===== src/rtl/ndn_pkt_pkg.sv =====
// Shared packet definitions for the NDN to MCU transmit path:
// packet types, field widths, header layout and the framer state encoding.
package ndn_pkt_pkg;

  localparam logic PKT_INTEREST = 1'b1;
  localparam logic PKT_DATA     = 1'b0;

  localparam int PREFIX_W = 64;
  localparam int LEN_W    = 6;

  // Header byte layout: {reserved(0), type, len}
  localparam int HDR_LEN_LSB  = 0;
  localparam int HDR_TYPE_BIT = 6;
  localparam int HDR_RSVD_BIT = 7;

  typedef enum logic [2:0] {
    IDLE,
    HDR,
    PREFIX,
    PAYLOAD,
    DONE
  } state_e;

  function automatic logic [7:0] make_header(input logic pkt_type, input logic [LEN_W-1:0] len);
    return {1'b0, pkt_type, len};
  endfunction

endpackage


===== src/rtl/rr_arb2.sv =====
// Two-way round-robin arbiter: a lone request wins outright, a tie goes to rr_ptr.
module rr_arb2 (
  input  logic [1:0] req,
  input  logic       rr_ptr,
  output logic [1:0] winner
);

  always_comb begin
    winner = req;
    if (req == 2'b11) begin
      winner = rr_ptr ? 2'b10 : 2'b01;
    end
  end

endmodule


===== src/rtl/mcu_tx_arbiter.sv =====
// Shares the SPI transmit byte path between the PIT (source 0, data packets) and
// the FIB path (source 1, interest packets); frames header, prefix and payload bytes.
module mcu_tx_arbiter
  import ndn_pkt_pkg::*;
#(
  parameter int PREFIX_BYTES  = 8,
  parameter int PAYLOAD_BYTES = 32
) (
  input  logic                clk,
  input  logic                rst,
  input  logic                req0,
  input  logic                req1,
  input  logic                type0,
  input  logic                type1,
  input  logic [LEN_W-1:0]    len0,
  input  logic [LEN_W-1:0]    len1,
  input  logic [PREFIX_W-1:0] prefix0,
  input  logic [PREFIX_W-1:0] prefix1,
  input  logic                pay_valid0,
  input  logic                pay_valid1,
  input  logic [7:0]          pay_byte0,
  input  logic [7:0]          pay_byte1,
  output logic                pay_ready0,
  output logic                pay_ready1,
  output logic                grant0,
  output logic                grant1,
  output logic                done0,
  output logic                done1,
  output logic                tx_valid,
  output logic [7:0]          tx_byte,
  output logic                tx_last,
  input  logic                tx_ready
);

  localparam int CNT_MAX = (PREFIX_BYTES > PAYLOAD_BYTES) ? PREFIX_BYTES : PAYLOAD_BYTES;
  localparam int CNT_W   = $clog2(CNT_MAX);
  localparam logic [CNT_W-1:0] PREFIX_LAST  = CNT_W'(PREFIX_BYTES - 1);
  localparam logic [CNT_W-1:0] PAYLOAD_LAST = CNT_W'(PAYLOAD_BYTES - 1);
  localparam logic [CNT_W-1:0] CNT_ONE      = CNT_W'(1);

  state_e              state_reg;
  logic [1:0]          grant_reg;
  logic [1:0]          done_reg;
  logic                rr_ptr_reg;
  logic [7:0]          header_reg;
  logic [PREFIX_W-1:0] prefix_reg;
  logic [CNT_W-1:0]    byte_cnt_reg;

  logic [1:0] req_vec;
  logic [1:0] win;
  logic [1:0] pay_ready_vec;
  logic       sel;
  logic       pay_valid_sel;
  logic [7:0] pay_byte_sel;
  logic       is_interest;
  logic       cnt_zero;
  logic       xfer;

  assign req_vec = {req1, req0};

  rr_arb2 u_arb (
    .req    (req_vec),
    .rr_ptr (rr_ptr_reg),
    .winner (win)
  );

  assign sel           = grant_reg[1];
  assign pay_valid_sel = sel ? pay_valid1 : pay_valid0;
  assign pay_byte_sel  = sel ? pay_byte1 : pay_byte0;
  assign is_interest   = (header_reg[HDR_TYPE_BIT] == PKT_INTEREST);
  assign cnt_zero      = (byte_cnt_reg == '0);
  assign xfer          = tx_valid && tx_ready;

  // Byte-path outputs decode from the framer state; payload is a direct
  // pass-through so the requester sees tx_ready with no added latency.
  always_comb begin
    tx_valid      = 1'b0;
    tx_byte       = 8'h00;
    tx_last       = 1'b0;
    pay_ready_vec = 2'b00;
    unique case (state_reg)
      HDR: begin
        tx_valid = 1'b1;
        tx_byte  = header_reg;
      end
      PREFIX: begin
        tx_valid = 1'b1;
        tx_byte  = prefix_reg[8*byte_cnt_reg +: 8];
        tx_last  = is_interest && cnt_zero;
      end
      PAYLOAD: begin
        tx_valid      = pay_valid_sel;
        tx_byte       = pay_byte_sel;
        tx_last       = cnt_zero;
        pay_ready_vec = sel ? {tx_ready, 1'b0} : {1'b0, tx_ready};
      end
      default: ;
    endcase
  end

  always_ff @(posedge clk or negedge rst) begin
    if (!rst) begin
      state_reg    <= IDLE;
      grant_reg    <= 2'b00;
      done_reg     <= 2'b00;
      rr_ptr_reg   <= 1'b0;
      header_reg   <= 8'h00;
      prefix_reg   <= '0;
      byte_cnt_reg <= '0;
    end else begin
      done_reg <= 2'b00;
      unique case (state_reg)
        IDLE: begin
          if (|req_vec) begin
            grant_reg  <= win;
            header_reg <= win[1] ? make_header(type1, len1) : make_header(type0, len0);
            prefix_reg <= win[1] ? prefix1 : prefix0;
            state_reg  <= HDR;
          end
        end
        HDR: begin
          if (xfer) begin
            byte_cnt_reg <= PREFIX_LAST;
            state_reg    <= PREFIX;
          end
        end
        PREFIX: begin
          if (xfer) begin
            if (!cnt_zero) begin
              byte_cnt_reg <= byte_cnt_reg - CNT_ONE;
            end else if (is_interest) begin
              done_reg  <= grant_reg;
              state_reg <= DONE;
            end else begin
              byte_cnt_reg <= PAYLOAD_LAST;
              state_reg    <= PAYLOAD;
            end
          end
        end
        PAYLOAD: begin
          if (xfer) begin
            if (cnt_zero) begin
              done_reg  <= grant_reg;
              state_reg <= DONE;
            end else begin
              byte_cnt_reg <= byte_cnt_reg - CNT_ONE;
            end
          end
        end
        DONE: begin
          // Hand priority to the other source so continuous requests alternate.
          grant_reg  <= 2'b00;
          rr_ptr_reg <= ~grant_reg[1];
          state_reg  <= IDLE;
        end
        default: state_reg <= IDLE;
      endcase
    end
  end

  assign pay_ready0 = pay_ready_vec[0];
  assign pay_ready1 = pay_ready_vec[1];
  assign grant0     = grant_reg[0];
  assign grant1     = grant_reg[1];
  assign done0      = done_reg[0];
  assign done1      = done_reg[1];

endmodule


===== config.mk =====
export PLATFORM = sky130hd
export DESIGN_NAME = mcu_tx_arbiter
export DESIGN_NICKNAME = d
export VERILOG_FILES = /design/src/rtl/ndn_pkt_pkg.sv /design/src/rtl/rr_arb2.sv /design/src/rtl/mcu_tx_arbiter.sv
export SDC_FILE = /design/constraint.sdc
export NUM_CORES = 1
export LEC_CHECK = 0
export CORE_ASPECT_RATIO = 0.9
export CORE_MARGIN = 4
export CORE_UTILIZATION = 45
export CTS_CLUSTER_DIAMETER = 40
export DETAILED_ROUTE_END_ITERATION = 10
export PLACE_DENSITY = 0.82
export REMOVE_ABC_BUFFERS = 1
export SLEW_MARGIN = 30
export SYNTH_ARGS = -nofsm -noshare
export SYNTH_HDL_FRONTEND = slang
export SYNTH_SLANG_ARGS = --single-unit

===== constraint.sdc =====
create_clock -name clk -period 3.1 [get_ports clk]
set_input_delay 0.31 -clock clk [delete_from_list [all_inputs] [get_ports clk]]
set_output_delay 0.31 -clock clk [all_outputs]
set_load 0.05 [all_outputs]

==> impl_metrics.tcl <==
set metrics [dict create \
    ctsHoldBuffers 0 \
    cts_resized 0 \
    die_h_um 105 \
    start_util_pct 46.1 \
    path_buf_inv 2 \
    cts_made_buffers 9 \
    pre_cts_slack_ns 0.562 \
    die_w_um 116 \
    p_sw_mw 2.63 \
    clock_latency_ns 0.33 \
    grtUsageTotal_pct 22.1 \
    drive_above_1_share_pct 10.3 \
    grt_pass1_vias 4175 \
    crit_chain "nand2b_1 > nor4b_4 > buf_4 > a22oi_1 > o211ai_1 > buf_12" \
    crit_type "register to output port" \
    crit_path_max_fanout 15 \
    drc 0 \
    antenna_found_initial 0 \
    ioPinCount 181 \
    clk_path_buf_depth 2 \
    synthFlopType "dfrtp_1" \
    status "complete, no violations" \
    n_antenna_cell 0 \
    ys_ff_latch 84 \
    largest_reg_flops 64 \
    syn_area_sq_mm 0.00470 \
    fin_crit_ns 2.92 \
    synth_cells 450 \
    max_cap_viol_count 0 \
    vias 4087 \
    arrival_ns 2.61 \
    worstPathRequired_ns 2.79 \
    htree_num_levels 3 \
    wl_um 13300 \
    cts_tree "done" \
    syn_avg_cell_area_sq_um 10.4 \
    synth_warnings 0 \
    reg2reg_slack_ns 0.79 \
    finalSetupViolations 0 \
    peakVddDrop_uv 644 \
    hold_viol 0 \
    crit_slowest_cell "dfrtp_1" \
    crit_family "simple AND/OR/NAND/NOR gates" \
    dr.pass1.iters 5 \
    pwr-share-clk_pct 17.7 \
    port_buffers 180 \
    r2r_end "byte_cnt_reg[0]$_DFFE_PN0P_" \
    cts_setup_buffers 0 \
    routabilityCongestion 0.885 \
    swShare_pct 39.7 \
    viasPerCell 5.46 \
    min_period_over_period_pct 94.2 \
    max_freq_mhz 342 \
    antenna_left 0 \
    place_inst 733 \
    cp-start-kind "register" \
    p_comb_share_pct 50.8 \
    grt_max_degree 143 \
    drtIter0Drc 189 \
    pwr-share-seq_pct 31.5 \
    synthDistinctLibCells 41 \
    tightest_slew_ns 0.935 \
    path_clk_slew_ns 0.06 \
    fin_cells 749 \
    grt_pass1_wl_um 20900 \
    rows 35 \
    slew_viol_final 0 \
    cts_root_buffer "clkbuf_16" \
    power_density_mw_per_mm2 948 \
    fp.coreArea_sq_mm 0.0102 \
    hp-class "input port to async pin" \
    synth-edff-count 0 \
    grt-ovfl-total 0 \
    yosysSeqAreaShare_pct 44.7 \
    fin_ws_ns 0.179 \
    async_flop_share_pct 100 \
    nNetsFinal 781 \
    slew_headroom_pct 37.7 \
    place_hpwl_um 9850 \
    p_leak_nw 3.07 \
    routedWlPerCell_um 17.7 \
    r2r_cells 6 \
    dieArea_sq_mm 0.0121 \
    max_stage_delay_ns 0.61 \
    syn_to_final_growth_pct 48.9 \
    final.setup.tns_ns 0 \
    timing.rr.start "byte_cnt_reg[1]$_DFFE_PN0P_" \
    rsz0062_at_grt "false" \
    final.setup_skew_ns 0.00834 \
    p_int_mw 4.00 \
    critPathCaptureType "output port" \
    clkSinkCount 84 \
]
## area by class of cell
cell class	instances	area (sq um)
clock inverters	5	85.1
flip-flops and latches	84	2100
repair buffers	188	1950
fillers	797	3210
clock buffers	11	243
inverters	6	22.5
multi-input cells	326	2430
well taps	129	161
## worst register-to-register path, cell delays in order, from the launching register on
cell and delay, ns:
dfrtp_1 0.74, inv_1 0.16, ha_1 0.25, or4b_4 0.52
nor2_4 0.17, nor2_4 0.06, mux2_4 0.30
## cells in the final DEF (no fill, tap or decap), types with 2 or more instances in the layout
cell             instances
o211ai_1                 7
clkdlybuf4s50_1        170
o21ai_1                  2
nand2_1                 16
mux2i_1                 80
mux4_2                  16
a211oi_1                 2
mux2_4                   2
buf_4                    8
inv_1                    6
o21ai_0                  7
a21oi_1                 76
nor3_1                   4
a22oi_1                  8
nand2b_1                 2
nor2_1                  79
bufinv_16                2
clkinv_4                 2
dfrtp_1                 84
clkbuf_16                9
nor2_4                   2
buf_12                   9
## layer usage
| layer | GRT usage [%] | part of all wire (%) | vias up |
|---|---|---|---|
| met1 | 28.7 | 41 | 1927 |
| met3 | 5.15 | 6.6 | 35 |
| met4 | 8.45 | 2.9 | 0 |
| li1 | - | - | 1967 |
| met2 | 35.8 | 50 | 158 |
| met5 | 0 | 0 | - |
## how the worst max path moves through the flow
stage	startpoint	end	cells past startpoint	slack [ns]
floorplan	rr_ptr_reg$_DFFE_PN0P_	header_reg[0]$_DFFE_PN0P_	3	-5.46
global placement	state_reg[1]$_DFFE_PN0P_	tx_byte[0]	6	0.65
detailed placement	state_reg[1]$_DFFE_PN0P_	tx_byte[0]	6	0.56
CTS	state_reg[1]$_DFFE_PN0P_	tx_byte[4]	6	0.19
global route	state_reg[1]$_DFFE_PN0P_	tx_byte[0]	5	0.01
finish	state_reg[1]$_DFFE_PN0P_	tx_byte[4]	6	0.18
## cells by family (layout without fill, tap and decap cells)
kind of cell    Yosys count  in the layout  synth area share (%)
fa+ha+maj                 1              1                 0.266
buf+inv                  40            210                  3.99
flops                    84             84                  44.7
compound gates          113            113                  14.1
simple gates            114            114                  11.6
mux                      98             98                  25.3
## power by group through the flow
stage / clock (mW) / sequential (mW) / combinational, mW
after floorplan: 0 / 2.07 / 2.14
after global placement: 0 / 2.04 / 3.29
after detailed placement: 0 / 2.09 / 3.37
final: 1.17 / 2.09 / 3.37
after CTS: 1.19 / 2.08 / 3.40
after global routing: 1.23 / 2.16 / 3.62
## through the flow
step / hold WS, ns / area [sq um] / power [mW] / util [%]
4_1_cts: 0.0624 / 7000 / 6.66 / 68.6
2_1_floorplan: 0.0144 / 4530 / 4.21 / -
5_1_grt: 0.0850 / 7000 / 7.02 / 68.6
3_5_place_dp: 0.416 / 6670 / 5.46 / 65.3
6_report: 0.0193 / 7000 / 6.63 / 68.6
3_3_place_gp: 0.497 / 6660 / 5.34 / 65.3
## cell usage after synthesis, types with 2 or more instances
master / instances / area share, %
o21ai_0: 8 / 0.85
mux2i_1: 80 / 17
buf_2: 24 / 2.6
a22oi_1: 8 / 1.3
nand2_1: 16 / 1.3
a21oi_1: 76 / 8.1
nor3_1: 4 / 0.43
nor2_4: 2 / 0.48
buf_4: 2 / 0.32
nand2b_1: 2 / 0.27
o21ai_1: 2 / 0.21
dfrtp_1: 84 / 45
nor2b_1: 2 / 0.27
mux2_4: 2 / 0.64
clkbuf_1: 7 / 0.56
mux4_2: 16 / 7.7
inv_1: 6 / 0.48
nor2_1: 79 / 6.3
o211ai_1: 7 / 1.1
a211oi_1: 2 / 0.32
No activity file was read; power rests on OpenSTA's default activity.
